$ cat src/rtl/mem_sched_pkg.sv
// rtl/mem_sched_pkg.sv - shared types and constants for the dual-issue memory scheduler
package mem_sched_pkg;

   typedef enum logic [0:0] {
      PASS   = 1'b0,
      SECOND = 1'b1
   } sched_state_t;

   // Byte offset bits dropped when comparing word addresses
   localparam int WORD_LSB = 2;

endpackage

$ cat src/rtl/mem_conflict_detect.sv
// rtl/mem_conflict_detect.sv - combinational same-word lane conflict check
module mem_conflict_detect
   import mem_sched_pkg::*;
#(
   parameter int ADDR_W        = 32,
   parameter bit SERIALIZE_ALL = 1'b0
) (
   input  logic              i_req1,
   input  logic              i_req2,
   input  logic              i_we1,
   input  logic              i_we2,
   input  logic [ADDR_W-1:0] i_addr1,
   input  logic [ADDR_W-1:0] i_addr2,
   output logic              o_conflict
);

   logic w_same_word;
   logic w_any_write;

   assign w_same_word = (i_addr1[ADDR_W-1:WORD_LSB] == i_addr2[ADDR_W-1:WORD_LSB]);
   assign w_any_write = i_we1 | i_we2;
   // Two loads of one word share the port safely unless the memory is single-ported
   assign o_conflict  = i_req1 & i_req2 & (SERIALIZE_ALL | (w_same_word & w_any_write));

endmodule

$ cat src/rtl/mem_dual_issue_scheduler.sv
// rtl/mem_dual_issue_scheduler.sv - serializes conflicting M-stage lane pairs onto the dual-port data memory
module mem_dual_issue_scheduler
   import mem_sched_pkg::*;
#(
   parameter int ADDR_W        = 32,
   parameter bit SERIALIZE_ALL = 1'b0
) (
   input  logic              clk,
   input  logic              rst_n,
   input  logic              MemReqM1,
   input  logic              MemReqM2,
   input  logic              MemWriteM1,
   input  logic              MemWriteM2,
   input  logic [2:0]        AddressingControlM1,
   input  logic [2:0]        AddressingControlM2,
   input  logic [ADDR_W-1:0] ALUResultM1,
   input  logic [ADDR_W-1:0] ALUResultM2,
   input  logic [ADDR_W-1:0] WriteDataM1,
   input  logic [ADDR_W-1:0] WriteDataM2,
   output logic [ADDR_W-1:0] A1,
   output logic [ADDR_W-1:0] A2,
   output logic              WE1,
   output logic              WE2,
   output logic [ADDR_W-1:0] WD1,
   output logic [ADDR_W-1:0] WD2,
   output logic [2:0]        AC1,
   output logic [2:0]        AC2,
   input  logic [ADDR_W-1:0] RD1,
   input  logic [ADDR_W-1:0] RD2,
   output logic [ADDR_W-1:0] ReadDataM1,
   output logic [ADDR_W-1:0] ReadDataM2,
   output logic              StallM,
   output logic [ADDR_W-1:0] ConflictCount
);

   sched_state_t      r_state;
   sched_state_t      w_state_nxt;
   logic [ADDR_W-1:0] r_hold;
   logic [ADDR_W-1:0] r_count;
   logic              w_conflict;
   logic              w_we1_lane;
   logic              w_we2_lane;

   mem_conflict_detect #(
      .ADDR_W        (ADDR_W),
      .SERIALIZE_ALL (SERIALIZE_ALL)
   ) u_detect (
      .i_req1     (MemReqM1),
      .i_req2     (MemReqM2),
      .i_we1      (MemWriteM1),
      .i_we2      (MemWriteM2),
      .i_addr1    (ALUResultM1),
      .i_addr2    (ALUResultM2),
      .o_conflict (w_conflict)
   );

   assign w_we1_lane    = MemWriteM1 & MemReqM1;
   assign w_we2_lane    = MemWriteM2 & MemReqM2;
   assign ConflictCount = r_count;

   always_comb begin
      w_state_nxt = r_state;
      A1          = ALUResultM1;
      WD1         = WriteDataM1;
      AC1         = AddressingControlM1;
      A2          = ALUResultM2;
      WD2         = WriteDataM2;
      AC2         = AddressingControlM2;
      WE1         = 1'b0;
      WE2         = 1'b0;
      ReadDataM1  = RD1;
      ReadDataM2  = RD2;
      StallM      = 1'b0;
      case (r_state)
         PASS: begin
            WE1 = w_we1_lane;
            if (w_conflict) begin
               StallM      = 1'b1;
               w_state_nxt = SECOND;
            end else begin
               WE2 = w_we2_lane;
            end
         end
         SECOND: begin
            // Lane 1 already completed; its load result was captured in r_hold
            WE2         = w_we2_lane;
            ReadDataM1  = r_hold;
            w_state_nxt = PASS;
         end
         default: w_state_nxt = PASS;
      endcase
      // No write or stall may escape while reset is held, whatever the lanes present
      if (!rst_n) begin
         WE1    = 1'b0;
         WE2    = 1'b0;
         StallM = 1'b0;
      end
   end

   always_ff @(posedge clk or negedge rst_n) begin
      if (!rst_n) begin
         r_state <= PASS;
         r_hold  <= '0;
         r_count <= '0;
      end else begin
         r_state <= w_state_nxt;
         if (r_state == PASS && w_conflict) begin
            r_hold <= RD1;
            if (r_count != '1) begin
               r_count <= r_count + 1'b1;
            end
         end
      end
   end

endmodule

$ cat config.mk
export PLATFORM = sky130hd
export DESIGN_NAME = mem_dual_issue_scheduler
export DESIGN_NICKNAME = d
export VERILOG_FILES = /design/src/rtl/mem_sched_pkg.sv /design/src/rtl/mem_conflict_detect.sv /design/src/rtl/mem_dual_issue_scheduler.sv
export SDC_FILE = /design/constraint.sdc
export NUM_CORES = 1
export LEC_CHECK = 0
export ABC_CLOCK_PERIOD_IN_PS = 6300
export CAP_MARGIN = 30
export CORE_AREA = 2 2 171 173
export CTS_BUF_LIST = sky130_fd_sc_hd__clkbuf_16
export DETAILED_ROUTE_END_ITERATION = 7
export DIE_AREA = 0 0 173 175
export DONT_BUFFER_PORTS = 1
export SYNTH_ARGS = -nofsm -noshare
export SYNTH_HDL_FRONTEND = slang
export SYNTH_SLANG_ARGS = --single-unit
$ cat constraint.sdc
create_clock -name clk -period 6.3 [get_ports clk]
set_input_delay 1.26 -clock clk [delete_from_list [all_inputs] [get_ports clk]]
set_output_delay 1.26 -clock clk [all_outputs]
set_load 0.05 [all_outputs]
==> flow_summary.ini, run 1 <==
[worst_hold_path]
holdPathStages = 1
min_to = r_hold[30]$_DFFE_PN0P_
min-delay-start = r_hold[30]$_DFFE_PN0P_
holdCritPathClass = flip-flop to flip-flop

[yosys]
synth_cell_type_count = 34
ys.warnings.count = 0
syn-num-nets = 691
syn_area_per_cell_sq_um = 10.1
synth-xor-area-share_pct = 10.9
synth_top_area_share_pct = 33.2
netlist_top_cells_count = buf_4 (167), dfrtp_1 (65), mux2_2 (64)
synth-compound-area-share_pct = 0.510
synth_edf_count = 0
synth_cells = 486
synth_top_family_by_area = buffers and inverters
synthArstFlopShare_pct = 100
seq_area_frac_synth_pct = 33.2
yosysMostFrequentCell = buf_4
synth.area.top_cells = dfrtp_1 (33%), buf_4 (26%), mux2_2 (15%)
synth_area_leader_cell = dfrtp_1
synth-seq-cells = 65
synth_simple_gate_area_share_pct = 12.9
syn_area_sq_mm = 0.00490
muxShareOfSynthArea_pct = 15.0
synthAdderAreaFrac_pct = 0.255
synth_ff_type = dfrtp_1

[setup_path]
worst_r2r_path_depth = 7
r2r-end = ConflictCount[25]$_DFFE_PN0P_
startpoint_type = input port
critical_path_class = input port to output pin
crit_family = simple AND/OR/NAND/NOR gates
crit_required_ns = 5.04
crit_slowest_cell = buf_4
path_buf_inv = 1
critPathCaptureType = output pin
reg2reg_from = ConflictCount[0]$_DFFE_PN0P_
critical_path.cell_chain = xnor2_1 -> and4b_1 -> nand3_1 -> nor3_4 -> buf_4 -> nor2_1
arrival_ns = 3.04
crit_path_start = ALUResultM2[24]
slowest_delay_ns = 0.43
crit_fanout = 34
regToRegSetupSlack_ns = 3.55

[place]
portBuffers = 0
placed_cells = 695
place_ws_ns = 2.00
finalWeightedCongestion = 0.882
hpwl_um = 9410

[timing]
fin_setup_tns_ns = 0
setup_violations = 0
maxSlewHeadroom_pct = 40.0
hold_viol = 0
fin_crit_ns = 4.30
clock_skew_ns = 0.0123
tightest_slew_ns = 0.896
rsz0062_at_grt = false
max_freq_mhz = 232
timing.final.ws_setup_ns = 2.00
fin_crit_sh_pct = 68.3
slew_violations = 0

[route]
drt-initial-drc-count = 132
drc = 0
wl_um = 12100
ant_nets = 0
vias = 2740
wl_per_cell_um = 17.1
drt_first_pass_iters = 4
routed_via_density = 3.85

[global_route]
grt_pass1_vias = 2733
antenna_found_initial = 1
overflow = 0
grt_max_degree = 69
grt_use_total_pct = 7.77
grt_pass1_wl_um = 17300

[clock_network]
cts_setup_buffers = 0
htreeDepth = 3
cts_made_buffers = 9
postCtsResizedCells = 0
clkTransAtPathRegs_ns = 0.05
clock_latency_ns = 0.34
ctsHoldBuffers = 0
clk_path_buf_depth = 2
clock-root-buffer = clkbuf_16
cts.sinks = 65
cts_tree = done

[floorplanning]
die_w_um = 173
die_h_um = 175
rows = 62
core_area_sq_mm = 0.0284
dieArea_sq_mm = 0.0303
start_util_pct = 17.3
io_pins = 437

[finish]
fillCellCount = 3187
finish.utilization_pct = 15.4
stdcell_count = 712
fin_nets = 527
drive_gt1_share_pct = 27.8
area_delta_synth_final_pct = -10.6

[run]
maxCapViolations = 0

[power_and_ir_drop]
ir_worst_vdd_uv = 91.9
p_leak_nw = 1.73
p_per_area_mw_per_mm2 = 224
total_power_mw = 0.982

[status]
status = completed
flip-flops by register name, indices dropped and copies added (netlist names):
| register | count |
|---|---|
| ConflictCount | 32 |
| r_hold | 32 |
| r_state | 1 |
worst register-to-register path, cell delays in order, from the launching register on:
cell and delay [ns]:
dfrtp_1 0.60, ha_1 0.34, and4_1 0.25, and4_1 0.27, and4_1 0.36, nor3_2 0.46, nand4_1 0.17, xnor2_1 0.17
how the worst max path moves through the flow:
stage,slack [ns],to,depth (start not counted)
2_1_floorplan,2.41,WE2,6
3_3_place_gp,2.05,WE2,6
3_5_place_dp,2.00,WE2,6
4_1_cts,2.00,WE2,6
5_1_grt,1.93,WE2,6
6_report,2.00,WE2,6
metal layers:
layer	vias to the layer above	wire (um)	GRT usage, %
met2	175	4660	9.72
met5	-	64	1.44
met1	1339	4970	9.11
met4	2	670	5.40
li1	1162	-	-
met3	62	1780	5.37
power breakdown:
part | switching, mW | internal, mW | leakage [nW]
clock network | 0.212 | 0.269 | 0.124
registers | 0.00000000444 | 0.417 | 0.909
logic | 0.0619 | 0.0211 | 0.701
cells by family after synthesis:
group,Yosys count
multiplexers,65
buffers and inverters,183
AO/OA/AOI/OAI,3
XOR/XNOR,61
adder cells (fa/ha/maj),1
AND/OR/NAND/NOR,108
flip-flops,65
cell type report:
type	count	area (sq um)	area share, %
Antenna cell	1	2.50	0.0571
Clock buffer	9	225	5.14
Clock inverter	7	56.3	1.28
Inverter	5	18.8	0.428
Multi-Input combinational cell	238	1950	44.5
Sequential cell	65	1630	37.1
Tap cell	384	480	11.0
Timing Repair Buffer	3	22.5	0.514
cell usage in the layout (no fill, tap or decap), drive strengths merged:
master and count:
clkinvlp 4, and2 2, dfrtp 65, and3 8, clkinv 2, and4 4
and4bb 1, a2111o 1, nor4b 2, nor4 17, nand3 16, ha 1
xor2 29, and4b 1, clkbuf 9, buf 3, nor2 7, diode 1
o221ai 1, or4 1, mux2 65, nand4 16, nand2 23, nor2b 1
inv 6, xnor2 32, nor3 8, o21ai 1, nand4b 1
per-stage QoR:
| stage | area (sq um) | hold WS, ns |
|---|---|---|
| CTS | 4380 | 0.507 |
| floorplan | 4900 | 0.475 |
| global route | 4380 | 0.516 |
| detailed placement | 4100 | 0.491 |
| global placement | 4100 | 0.483 |
| finish | 4380 | 0.499 |
(Power assumes the default switching activity.)
==> run 2: changes to the inputs <==
- ABC_AREA: not set -> 1
- ABC_CLOCK_PERIOD_IN_PS: 6300 -> 3500
- CORE_AREA: 2 2 171 173 -> 2 2 168 170
- DIE_AREA: 0 0 173 175 -> 0 0 170 172
- clock period: 6.3 -> 3.5 ns (I/O delays scaled with it)
==> flow_summary.ini, run 2 <==
[finish]
area_delta_synth_final_pct = -5.10
layout_common_cells = nand2_1 (236), inv_1 (146), nor2_1 (100)
finish.utilization_pct = 19.6
diodes = 0
drive_gt1_share_pct = 9.15
fillCellCount = 3129
final_common_cell = nand2_1
fin_area_sq_mm = 0.00538
fin_nets = 954

[global_route]
antenna_found_initial = 0
overflow = 0
grt_use_total_pct = 10.4
grt_pass1_vias = 4093
grt_max_degree = 113
grt_pass1_wl_um = 22500

[clock_network]
clock_latency_ns = 0.34
clk_path_buf_depth = 2
htreeDepth = 3
clkTransAtPathRegs_ns = 0.07
cts_made_buffers = 9
clock-root-buffer = clkbuf_16
cts_setup_buffers = 0
ctsHoldBuffers = 0
cts_tree = done
postCtsResizedCells = 0
cts.sinks = 65

[timing]
fin_crit_ns = 2.70
fin_setup_tns_ns = 0
slew_violations = 0
rsz0062_at_grt = false
tightest_slew_ns = 0.997
maxSlewHeadroom_pct = 33.1
fin_crit_sh_pct = 77.0
clock_skew_ns = 0.0132
setup_violations = 0
max_freq_mhz = 371
hold_viol = 0

[route]
drc = 0
drt_first_pass_iters = 6
vias = 4507
wl_per_cell_um = 14.7
wl_um = 16200
routed_via_density = 4.10
ant_nets = 0
drt-initial-drc-count = 194

[yosys]
yosysMostFrequentCell = nand2_1
synth_ff_type = dfrtp_1
synth_cell_type_count = 23
netlist_top_cells_count = nand2_1 (236), buf_4 (170), inv_1 (146)
synth_edf_count = 0
synth_top_area_share_pct = 28.7
syn_area_per_cell_sq_um = 6.42
synth_area_leader_cell = dfrtp_1
ys.warnings.count = 0
synth-seq-cells = 65
syn_area_sq_mm = 0.00567
synthArstFlopShare_pct = 100
synth_cells = 883
seq_area_frac_synth_pct = 28.7
synth.area.top_cells = dfrtp_1 (29%), buf_4 (23%), nand2_1 (16%)
syn-num-nets = 1088

[setup_path]
startpoint_type = flip-flop
crit_path_start = r_state$_DFF_PN0_
worst_r2r_path_depth = 12
critical_path_class = flip-flop to output pin
crit_fanout = 4
crit_required_ns = 2.80
critPathCaptureType = output pin
arrival_ns = 2.00
regToRegSetupSlack_ns = 1.05
r2r-end = ConflictCount[23]$_DFFE_PN0P_
reg2reg_from = ConflictCount[1]$_DFFE_PN0P_

[floorplanning]
die_w_um = 170
dieArea_sq_mm = 0.0292
die_h_um = 172
io_pins = 437
start_util_pct = 20.6
core_area_sq_mm = 0.0275
rows = 61

[run]
maxCapViolations = 0

[place]
detailed_place.area_sq_mm = 0.00507
finalWeightedCongestion = 0.746
portBuffers = 0
hpwl_um = 12500

[power_and_ir_drop]
ir_worst_vdd_uv = 188
p_per_area_mw_per_mm2 = 360
p_leak_nw = 2.94

[worst_hold_path]
holdCritPathClass = input port to asynchronous set/reset pin

[status]
status = completed
run 2: cell types whose count changed after synthesis, moves of 9 or more:
| cell | delta |
|---|---|
| o21ai_0 | +32 |
| a21oi_1 | +33 |
| mux2_2 | -64 |
| nor4_1 | -13 |
| nand3_1 | +9 |
| nor2_1 | +93 |
| inv_1 | +141 |
| xor2_1 | -25 |
| nand2_1 | +214 |
| xnor2_1 | -23 |
run 2: kinds of logic (layout without fill, tap and decap cells):
family	count (synthesis)	count (layout)	synth area share (%)
AO/OA/AOI/OAI	66	66	5.83
XOR/XNOR	13	13	2.01
adder cells (fa/ha/maj)	1	1	0.221
AND/OR/NAND/NOR	406	406	29.6
flip-flops	65	65	28.7
buffers and inverters	332	203	33.7
run 2: layer usage:
metal  up-vias  global-route usage (%)  wire length, um
met5         -                       0                0
met4         0                    4.57              553
met3        32                    4.65             1620
met2       251                    18.3             7850
met1      2000                    10.6             6170
li1       2224                       -                -
run 2: worst max-delay path by stage:
stage | to | slack [ns] | cells after the start
CTS | StallM | 0.78 | 10
global route | StallM | 0.61 | 10
detailed placement | StallM | 0.80 | 11
floorplan | WE1 | 0.54 | 2
global placement | StallM | 0.81 | 11
finish | StallM | 0.80 | 10
run 2: power breakdown:
group          leakage [nW]  internal, mW  switching (mW)
sequential            0.849         0.751     0.000000120
combinational          1.95        0.0638           0.161
clock                 0.139         0.559           0.400
run 2: worst max-delay path, cell delays in order (launching register included):
cell and delay, ns:
dfrtp_2 0.40, nor2_1 0.10, nand2_1 0.14, nor2_1 0.12, nand3b_1 0.08, nor2_1 0.15
nand2_1 0.09, nor2_1 0.23, inv_1 0.06, nor2_1 0.08, buf_4 0.20
run 2: stage by stage:
step | cells | setup WS, ns | hold WS, ns | power [mW]
after floorplan | 883 | 0.539 | 0.404 | 1.44
after global placement | 1083 | 0.805 | 0.407 | 0.989
after detailed placement | 1083 | 0.799 | 0.407 | 0.991
after CTS | 1099 | 0.781 | 0.0279 | 1.98
after global routing | 1100 | 0.614 | 0.0280 | 2.02
final | 1100 | 0.803 | 0.0524 | 1.93
run 2: layout make-up:
cell class / count / area [sq um] / share of cell area [%]
clock buffers: 9 / 225 / 4.19
clock inverters: 7 / 78.8 / 1.47
inverters: 146 / 548 / 10.2
multi-input cells: 486 / 2140 / 39.9
flip-flops and latches: 65 / 1630 / 30.3
well taps: 346 / 433 / 8.05
repair buffers: 41 / 322 / 5.98
==> run 3: changes to the inputs <==
- ABC_CLOCK_PERIOD_IN_PS: 3500 -> 2710
- clock period: 3.5 -> 2.71 ns (I/O delays scaled with it)
==> flow_summary.ini, run 3 (synthesis results as in run 2) <==
[route]
routed_via_density = 4.13
drc = 0
ant_nets = 0
drt-initial-drc-count = 161
wl_um = 16000
drt_first_pass_iters = 6
wl_per_cell_um = 14.2
vias = 4666

[timing]
maxSlewHeadroom_pct = 57.1
fin_crit_ns = 2.34
max_freq_mhz = 427
setup_violations = 0
fin_crit_sh_pct = 86.5
hold_viol = 0
rsz0062_at_grt = false
fin_setup_tns_ns = 0
slew_violations = 0
tightest_slew_ns = 0.644
clock_skew_ns = 0.00527

[clock_network]
cts_setup_buffers = 0
cts_tree = done
cts_made_buffers = 9
cts.sinks = 65
clkTransAtPathRegs_ns = 0.06
htreeDepth = 3
clock_latency_ns = 0.34
clk_path_buf_depth = 2
clock-root-buffer = clkbuf_16
postCtsResizedCells = 0

[floorplanning]
core_area_sq_mm = 0.0275
dieArea_sq_mm = 0.0292
die_h_um = 172
io_pins = 437
die_w_um = 170
start_util_pct = 20.6
rows = 61

[finish]
area_delta_synth_final_pct = 0.0662
drive_gt1_share_pct = 12.6
stdcell_count = 1130
layout_common_cells = nand2_1 (236), inv_1 (146), nor2_1 (100)
final_common_cell = nand2_1
fin_nets = 984
diodes = 0

[power_and_ir_drop]
ir_worst_vdd_uv = 261
seqPwrFrac_pct = 36.0
power.net_switching_mw = 0.727
swShare_pct = 27.0
p_comb_share_pct = 11.7
intPower_mw = 1.97
p_leak_nw = 3.13
pwr-share-clk_pct = 52.3
p_per_area_mw_per_mm2 = 475

[place]
hpwl_um = 12200
portBuffers = 0
finalWeightedCongestion = 0.793
placed_cells = 1113

[global_route]
grt_use_total_pct = 10.5
grt_pass1_vias = 4401
grt_pass1_wl_um = 23000
antenna_found_initial = 0
grt_max_degree = 113
overflow = 0

[run]
maxCapViolations = 0

[setup_path]
regToRegSetupSlack_ns = 0.71
worst_r2r_path_depth = 12
crit_required_ns = 2.17
reg2reg_from = ConflictCount[14]$_DFFE_PN0P_
critical_path_class = flip-flop to output pin
r2r-end = ConflictCount[23]$_DFFE_PN0P_
arrival_ns = 1.80
critPathCaptureType = output pin
crit_fanout = 3
startpoint_type = flip-flop

[worst_hold_path]
holdCritPathClass = input port to asynchronous set/reset pin

[status]
status = completed
==> run 3: cell count changes in the layout (fill, tap and decap cells not counted) <==
cell / previous run / this run
bufinv_16: 1 / 3
buf_4: 38 / 68
clkinvlp_4: 3 / 1
clkbuf_2: 1 / 0
inv_6: 2 / 3
clkinv_4: 1 / 0
buf_16: 0 / 1
==> run 3: power by group through the flow <==
stage,Clock [mW],Combinational [mW],Sequential (mW)
global placement,0,0.291,0.988
floorplan,0,0.865,0.989
global route,1.50,0.344,0.969
detailed placement,0,0.291,0.988
CTS,1.46,0.319,0.970
finish,1.41,0.316,0.970
==> run 3: per-layer routing <==
layer / GRT usage (%) / wire, um
met2: 17.8 / 7580
met3: 4.55 / 1550
met1: 10.4 / 5970
met5: 0 / 0
met4: 7.10 / 938
==> run 3: worst max path at each step <==
| stage | from | endpoint | slack, ns | depth (start not counted) |
|---|---|---|---|---|
| after floorplan | MemReqM1 | WE1 | 0.06 | 2 |
| final | r_state$_DFF_PN0_ | StallM | 0.37 | 10 |
| after global placement | ALUResultM1[11] | ConflictCount[1]$_DFFE_PN0P_ | 0.43 | 12 |
| after detailed placement | ALUResultM1[11] | ConflictCount[1]$_DFFE_PN0P_ | 0.42 | 12 |
| after global routing | r_state$_DFF_PN0_ | StallM | 0.04 | 10 |
| after CTS | r_state$_DFF_PN0_ | StallM | 0.30 | 10 |
==> run 3: through the flow <==
| stage | hold WS (ns) | total power [mW] | worst slack, ns | util (%) | cell area (sq um) |
|---|---|---|---|---|---|
| 2_1_floorplan | 0.246 | 1.85 | 0.0647 | - | 5670 |
| 3_3_place_gp | 0.249 | 1.28 | 0.430 | 19.3 | 5300 |
| 3_5_place_dp | 0.249 | 1.28 | 0.422 | 19.3 | 5300 |
| 4_1_cts | 0.0998 | 2.75 | 0.303 | 20.6 | 5670 |
| 5_1_grt | 0.104 | 2.82 | 0.0398 | 20.6 | 5670 |
| 6_report | 0.0916 | 2.70 | 0.366 | 20.6 | 5670 |
==> run 3: timing repair <==
item / CTS / global route
hold buffers: 1 / 0
hold endpoints to repair: 65 / 0
setup endpoints to repair: 0 / 0
==> run 3: area by class of cell <==
type	instances	area, sq um
Clock buffer	9	225
Fill cell	3122	21800
Tap cell	346	433
Timing Repair Buffer	71	569
Sequential cell	65	1630
Clock inverter	7	124
Multi-Input combinational cell	486	2140
Inverter	146	548
==> run 3: critical path: stages (launching register included) <==
cell      delay [ns]
dfrtp_2         0.42
nor2_1          0.10
nand2_1         0.09
nor2_1          0.11
nand3b_1        0.08
nor2_1          0.12
nand2_1         0.08
nor2_1          0.13
inv_1           0.05
nor2_1          0.08
buf_4           0.20
